--- src/rtl/seq_restoring_divider_if.sv ---
// Start/done handshake bus between an issuing controller and the divider.
interface seq_restoring_divider_if #(
  parameter int WIDTH = 6
);
  logic             start;
  logic [WIDTH-1:0] a;
  logic [WIDTH-1:0] b;
  logic             busy;
  logic             done;
  logic [WIDTH-1:0] quotient;
  logic [WIDTH-1:0] remainder;
  logic             div_by_zero;

  // Controller side: issues operands, observes status and results.
  modport master (
    output start, a, b,
    input  busy, done, quotient, remainder, div_by_zero
  );

  // Divider side.
  modport slave (
    input  start, a, b,
    output busy, done, quotient, remainder, div_by_zero
  );
endinterface

--- src/rtl/seq_restoring_divider.sv ---
// Multi-cycle unsigned restoring divider: one quotient bit per clock.
// IDLE -> RUN (WIDTH steps) -> FIN (one-cycle DONE); divide-by-zero skips RUN.
module seq_restoring_divider #(
  parameter int WIDTH = 6
) (
  input  logic                  clk,
  input  logic                  rst_n,
  seq_restoring_divider_if.slave bus
);
  localparam int CW = $clog2(WIDTH + 1);

  localparam logic [1:0] S_IDLE = 2'd0;
  localparam logic [1:0] S_RUN  = 2'd1;
  localparam logic [1:0] S_FIN  = 2'd2;

  logic [1:0]       state_q, state_d;
  logic [CW-1:0]    cnt_q, cnt_d;
  logic [WIDTH-1:0] q_q, q_d;      // dividend shifts out, quotient bits shift in
  logic [WIDTH-1:0] d_q, d_d;      // latched divisor
  logic [WIDTH:0]   r_q, r_d;      // partial remainder, one guard bit for the borrow
  logic [WIDTH-1:0] quo_q, quo_d;
  logic [WIDTH-1:0] rem_q, rem_d;
  logic             dbz_q, dbz_d;

  logic [WIDTH:0]   t_step, s_step, r_step;
  logic [WIDTH-1:0] q_step;

  // One restoring step: trial subtract, keep it only when no borrow.
  always_comb begin
    t_step = {r_q[WIDTH-1:0], q_q[WIDTH-1]};
    s_step = t_step + ~{1'b0, d_q} + {{WIDTH{1'b0}}, 1'b1};
    q_step = {q_q[WIDTH-2:0], ~s_step[WIDTH]};
    r_step = s_step[WIDTH] ? t_step : s_step;
  end

  // Next-state and result-register logic.
  always_comb begin
    state_d = state_q;
    cnt_d   = cnt_q;
    q_d     = q_q;
    d_d     = d_q;
    r_d     = r_q;
    quo_d   = quo_q;
    rem_d   = rem_q;
    dbz_d   = dbz_q;
    case (state_q)
      S_IDLE, S_FIN: begin
        if (bus.start) begin
          q_d   = bus.a;
          d_d   = bus.b;
          r_d   = '0;
          cnt_d = CW'(WIDTH);
          if (bus.b == '0) begin
            // Zero divisor: report immediately, no iterations.
            state_d = S_FIN;
            quo_d   = '1;
            rem_d   = bus.a;
            dbz_d   = 1'b1;
          end else begin
            state_d = S_RUN;
          end
        end else begin
          state_d = S_IDLE;
        end
      end
      S_RUN: begin
        q_d   = q_step;
        r_d   = r_step;
        cnt_d = cnt_q - CW'(1);
        if (cnt_q == CW'(1)) begin
          state_d = S_FIN;
          quo_d   = q_step;
          rem_d   = r_step[WIDTH-1:0];
          dbz_d   = 1'b0;
        end
      end
      default: state_d = S_IDLE;
    endcase
  end

  // State and datapath registers; reset abandons any operation in flight.
  always_ff @(posedge clk or negedge rst_n) begin
    if (!rst_n) begin
      state_q <= S_IDLE;
      cnt_q   <= '0;
      q_q     <= '0;
      d_q     <= '0;
      r_q     <= '0;
      quo_q   <= '0;
      rem_q   <= '0;
      dbz_q   <= 1'b0;
    end else begin
      state_q <= state_d;
      cnt_q   <= cnt_d;
      q_q     <= q_d;
      d_q     <= d_d;
      r_q     <= r_d;
      quo_q   <= quo_d;
      rem_q   <= rem_d;
      dbz_q   <= dbz_d;
    end
  end

  assign bus.busy        = (state_q == S_RUN);
  assign bus.done        = (state_q == S_FIN);
  assign bus.quotient    = quo_q;
  assign bus.remainder   = rem_q;
  assign bus.div_by_zero = dbz_q;
endmodule
--- src/flat_wrapper.sv ---
// flat-port wrapper written by rule: the top's interface ports become plain ports
module seq_restoring_divider_flat 
#(
  parameter int WIDTH = 6
)
  (clk, rst_n, bus_start, bus_a, bus_b, bus_busy, bus_done, bus_quotient, bus_remainder, bus_div_by_zero);
  seq_restoring_divider_if #(.WIDTH(WIDTH)) bus_i ();
  input  logic clk;
  input  logic rst_n;
  input wire logic [$bits(bus_i.start)-1:0] bus_start;
  input wire logic [$bits(bus_i.a)-1:0] bus_a;
  input wire logic [$bits(bus_i.b)-1:0] bus_b;
  output wire logic [$bits(bus_i.busy)-1:0] bus_busy;
  output wire logic [$bits(bus_i.done)-1:0] bus_done;
  output wire logic [$bits(bus_i.quotient)-1:0] bus_quotient;
  output wire logic [$bits(bus_i.remainder)-1:0] bus_remainder;
  output wire logic [$bits(bus_i.div_by_zero)-1:0] bus_div_by_zero;
  assign bus_i.start = bus_start;
  assign bus_i.a = bus_a;
  assign bus_i.b = bus_b;
  assign bus_busy = bus_i.busy;
  assign bus_done = bus_i.done;
  assign bus_quotient = bus_i.quotient;
  assign bus_remainder = bus_i.remainder;
  assign bus_div_by_zero = bus_i.div_by_zero;
  seq_restoring_divider #(.WIDTH(WIDTH)) u_core (.clk(clk), .rst_n(rst_n), .bus(bus_i));
endmodule
--- config.mk ---
export PLATFORM = sky130hd
export DESIGN_NAME = seq_restoring_divider_flat
export DESIGN_NICKNAME = d
export VERILOG_FILES = /design/src/rtl/seq_restoring_divider_if.sv /design/src/rtl/seq_restoring_divider.sv /design/src/flat_wrapper.sv
export SDC_FILE = /design/constraint.sdc
export NUM_CORES = 1
export LEC_CHECK = 0
export ABC_AREA = 1
export ABC_CLOCK_PERIOD_IN_PS = 2300
export BUFFER_PORTS_ARGS = -buffer_cell sky130_fd_sc_hd__buf_2
export CAP_MARGIN = 20
export CORE_MARGIN = 2
export CORE_UTILIZATION = 40
export CTS_CLUSTER_SIZE = 25
export DETAILED_ROUTE_END_ITERATION = 7
export GPL_TIMING_DRIVEN = 0
export PLACE_DENSITY_LB_ADDON = 0.08
export SLEW_MARGIN = 5
export SYNTH_ARGS = -nofsm -noshare
export SYNTH_HDL_FRONTEND = slang
export SYNTH_SLANG_ARGS = --single-unit
--- constraint.sdc ---
create_clock -name clk -period 2.3 [get_ports clk]
set_input_delay 0.345 -clock clk [delete_from_list [all_inputs] [get_ports clk]]
set_output_delay 0.345 -clock clk [all_outputs]
set_load 0.02 [all_outputs]
-- After elaboration in Yosys (flattened, before gate mapping)
Index checks and enable logic that the tools add are counted.
- flip-flop bits (word level): 36
- word-level logic and storage cells: 49
- output and inout bits: 15
- input bits: 15
- bitwise logic cells: 2
- reduce and logical (&&, ||, !) cells: 7
- equality and inequality tests: 6
- mux-type cells: 23
- $add $sub $neg: 3
- operator list (kind ; count):
    $mux W6 ; 9
    $pmux W6 S2 ; 4
    $add A7 B1 Y7 const B ; 1
    $add A7 B7 Y7 ; 1
    $not A6 Y7 ; 1
    $logic_not A6 Y1 ; 1
    $mux W2 ; 3
    $pmux W3 S2 ; 1
    $ne A2 B1 Y1 const B ; 2
    $pmux W2 S2 ; 1
    $reduce_and A2 Y1 ; 2
    $reduce_and A4 Y1 ; 1
    $eq A3 B1 Y1 const B ; 1
    $mux W1 ; 3
    $mux W3 ; 1
    $sub A3 B1 Y3 const B ; 1
    $eq A2 B1 Y1 const B ; 1
    $eq A2 B2 Y1 const B ; 1
    $logic_not A2 Y1 ; 1
    $ne A2 B2 Y1 const B ; 1
    $pmux W1 S2 ; 1
    $reduce_bool A2 Y1 ; 1
    $reduce_or A2 Y1 ; 1
    $not A1 Y1 ; 1

-- Longest topological paths before layout
- depth in word-level cells: 6
- depth in mapped cells: 14
- depth with buffers taken out: 14

-- Worst setup path before layout
No wires, ideal clock.
- kind: reg-to-reg
- start: register u_core.q_q[5]
- end: register u_core.rem_q[5] (netlist: u_core.bus.remainder[5])
- library setup time: 113 ps
- required time: 2187 ps
- buffers on the path: 0
- setup slack: 471 ps
- period minus slack after synthesis: 1829 ps
- cell stages (with the launch flop): 15
- data arrival time: 1716 ps
- path through: dfrtp_1 > inv_1 > ha_1 > inv_1 > fa_1 > nand2_1 > nand2_1 > nand3_1 > nand2_1 > nand2_2 > nand2_4 > nand3_1 > nand3_1 > nand2_1 > inv_1
- word-level cells in the longest chain between the ends: 5
- RTL lines (what ; line ; source):
    start, declared ; seq_restoring_divider.sv:18 ; logic [WIDTH-1:0] q_q, q_d;
    start signal, assigned ; seq_restoring_divider.sv:95 ; q_q <= q_d;
    $add A7 B7 Y7 ; seq_restoring_divider.sv:31 ; s_step = t_step + ~{1'b0, d_q} + {{WIDTH{1'b0}}, 1'b1};
    $add A7 B1 Y7 ; seq_restoring_divider.sv:31 ;
    $mux W6 ; seq_restoring_divider.sv:33 ; r_step = s_step[WIDTH] ? t_step : s_step;
    $mux W6 ; seq_restoring_divider.sv:70 ; if (cnt_q == CW'(1)) begin
    $pmux W6 S2 ; seq_restoring_divider.sv:46 ; case (state_q)
    end signal, assigned ; seq_restoring_divider.sv:99 ; rem_q <= rem_d;
    end, declared ; seq_restoring_divider.sv:22 ; logic [WIDTH-1:0] rem_q, rem_d;
No other way between the ends. The select of a mux whose other input is x is not followed.
A chain may end at the register's enable or synchronous reset.

-- Worst setup path after layout
- start: register u_core.q_q[5]
- end: register u_core.rem_q[3] (netlist: u_core.bus.remainder[3])
Same word-level chain as after synthesis.

==> results.cfg <==
[run_status]
status = completed

[sta]
finalSetupTns_ns = 0
slew_violations = 0
fmax_ghz = 0.489
grt_setup_unrepaired = no
hold_viol = 0
fin_crit_sh = 0.889
final-setup-viol-count = 0
max_slew_margin = 0.452
period_needed_ns = 2.04
finClkSkew_ns = 0.00690
tightestPinTransition_ns = 0.823

[grt]
grt_usage = 0.177
grt_pass1_wl_um = 7090
antenna_found_initial = 0
grt_overflow = 0
grt_max_degree = 37
grt_pass1_vias = 1542

[power]
power_frac_clock = 0.132
swShare = 0.462
total_switching_power_mw = 1.64
intPower_mw = 1.91
p_seq_frac = 0.313
finalPower_mw = 3.56
power_density_nw_per_um2 = 1580
pwr-share-comb = 0.555
p_leak_nw = 1.22
vdd_drop_max_uv = 571

[logic_synthesis]
synth_compound_area_frac = 0.0856
synthesis.instances = 240
syn-num-nets = 264
yosysSeqAreaShare = 0.464
avgSynthCellArea_um2 = 8.10
synth_top_family_by_area = simple AND/OR/NAND/NOR gates
ys_ff_latch = 36
synth-xor-area-share = 0.00901
muxShareOfSynthArea = 0
synthAdderAreaFrac = 0.0618
synth-simple-area-share = 0.269
yosysWarnings = 0
syn_area_um2 = 1940
yosysUniqueCellTypes = 28

[placed_design]
dp_cells = 323
port_buffers = 29
dpl_cell_area_um2 = 2160
hpwl_um = 3150
gp_congestion = 0.760

[floorplanning]
start_util = 0.414
die_h_um = 73.7
die_w_um = 73.7
dieArea_um2 = 5430
placementRows = 25
ioPinCount = 30
core-area_um2 = 4690

[final_layout]
fillers = 498
final_area_um2 = 2250
synthToLayoutAreaGrowth_pct = 15.8
final_cells = 331
drive_gt1_frac = 0.191
fin_util = 0.479
finalNetCount = 300
diodes = 0

[cts]
clk_latency_ns = 0.29
cts_sinks = 36
clkTransAtPathRegs_ns = 0.07
cts_setup_buffers = 0
hold_buffers = 0
cts_tree = yes
cts_buffers = 5
ctsResizeCount = 0
clockBufferDepth = 2
htreeDepth = 2
cts-root-buf = clkbuf_8

[worst_setup_path]
r2r_end = u_core.bus.remainder[3]
crit_path_start_kind = flop
cp.arrival_ns = 2.23
worstPathRequired_ns = 2.49
r2r.worst_path.cells = 14
r2r_start = u_core.q_q[5]
path_class = reg2reg
reg2reg_slack_ns = 0.26
end_kind = flop
crit_fanout = 8

[drt]
wire_per_inst_um = 12.6
routed-via-count = 1592
drtIter0Drc = 76
ant_nets = 0
drc = 0
drt_wl_total_um = 4170
firstDrtPassIters = 4
avgViaCountPerCell = 4.81

[min_path]
hold_class = in2async

[job]
cap_violations = 0
[cell usage after synthesis]
| cell | number | area (um2) |
|---|---|---|
| buf_6 | 2 | 22.5 |
| inv_4 | 1 | 6.26 |
| nor2_1 | 23 | 86.3 |
| or2_2 | 2 | 12.5 |
| buf_2 | 3 | 15.0 |
| nor3_4 | 1 | 16.3 |
| inv_1 | 43 | 161 |
| nor2_2 | 2 | 12.5 |
| or2_1 | 4 | 25.0 |
| o21ai_0 | 13 | 65.1 |
| clkbuf_1 | 1 | 3.75 |
| nand3_1 | 21 | 105 |
| inv_2 | 2 | 7.51 |
| a22oi_1 | 1 | 7.51 |
| nand2_4 | 1 | 11.3 |
| nand3_2 | 1 | 10.0 |
| ha_1 | 8 | 100 |
| a211oi_1 | 1 | 7.51 |
| xor2_1 | 1 | 8.76 |
| fa_1 | 1 | 20.0 |
| o221ai_1 | 5 | 43.8 |
| nand2_2 | 2 | 12.5 |
| nand2_1 | 48 | 180 |
| a21oi_1 | 7 | 35.0 |
| dfrtp_1 | 36 | 901 |
| o211ai_1 | 1 | 7.51 |
| xnor2_1 | 1 | 8.76 |
| nand4_1 | 8 | 50.1 |
[worst max path at each step]
stage                        from                      end  slack, ns  depth (start not counted)
finish              u_core.q_q[5]  u_core.bus.remainder[3]       0.26                         14
detailed placement  u_core.q_q[5]   u_core.bus.quotient[0]       0.25                         12
global placement    u_core.q_q[5]   u_core.bus.quotient[0]       0.24                         12
CTS                 u_core.q_q[5]   u_core.bus.quotient[0]       0.23                         12
floorplan           u_core.q_q[5]  u_core.bus.remainder[5]       0.47                         14
global route        u_core.q_q[5]  u_core.bus.remainder[0]      0.008                         14
[sequential cells by signal, indices dropped and copies added, names as in the netlist]
signal and cells:
u_core.r_q 6, u_core.d_q 6, u_core.bus.quotient 6, u_core.cnt_q 3, u_core.bus.div_by_zero 1, u_core.q_q 6
u_core.bus.remainder 6, u_core.state_q 2
[logic make-up after synthesis]
kind of cell,after synthesis
compound gates,28
xor+xnor,2
fa+ha+maj,9
buf+inv,52
flops,36
simple gates,113
[through the flow]
step,setup WS [ns],hold WS (ns)
2_1_floorplan,0.471,0.0494
3_3_place_gp,0.241,0.462
3_5_place_dp,0.247,0.461
4_1_cts,0.232,0.191
5_1_grt,0.00837,0.224
6_report,0.255,0.153
[final cells by class]
class / instances / area (um2) / share of cell area
sequential: 36 / 901 / 0.400
timing repair buffer: 29 / 145 / 0.0645
multi-input combinational: 152 / 826 / 0.367
clock buffer: 7 / 86.3 / 0.0384
buffer: 6 / 41.3 / 0.0184
tap: 54 / 67.6 / 0.0300
clock inverter: 1 / 7.51 / 0.00334
inverter: 46 / 175 / 0.0779
[critical path, stage by stage, from the launching register on]
cell and delay (ns):
dfrtp_1 0.38, inv_1 0.08, ha_1 0.13, inv_1 0.07, fa_1 0.40, nand2_1 0.08
nand2_1 0.07, nand3_1 0.11, nand2_1 0.07, nand2_2 0.16, nand2_4 0.11, nand3_1 0.11
nand3_1 0.09, nand2_1 0.07, inv_1 0.04
[routing by layer]
metal  vias to the layer above  share of wire  GRT usage
li1                        835              -          -
met1                       727           0.50      0.235
met2                        23           0.45      0.275
met3                         7          0.035     0.0425
met4                         0          0.018     0.0727
met5                         -              0          0
[power groups by stage]
stage | Combinational, mW | Sequential (mW) | Clock, mW
after floorplan | 1.39 | 1.24 | 0
final | 1.97 | 1.11 | 0.469
after global placement | 1.97 | 1.13 | 0
after CTS | 1.99 | 1.12 | 0.490
after global routing | 2.27 | 1.15 | 0.515
after detailed placement | 1.98 | 1.13 | 0
[placed cells by master (no fill, tap or decap)]
cell	count
nand3_1	21
inv_1	43
clkbuf_8	6
buf_2	32
inv_4	1
nand4_1	8
ha_1	8
a21oi_1	7
a211oi_1	1
or2_2	2
a22oi_1	1
o211ai_1	1
or2_1	4
nor2_2	2
xnor2_1	1
clkbuf_1	2
dfrtp_1	36
xor2_1	1
nor3_4	1
fa_1	1
buf_6	2
nor2_1	23
o21ai_0	13
o221ai_1	5
nand2_1	48
inv_2	2
nand2_2	2
clkinvlp_4	1
nand3_2	1
nand2_4	1
No activity file was read; power rests on OpenSTA's default activity.
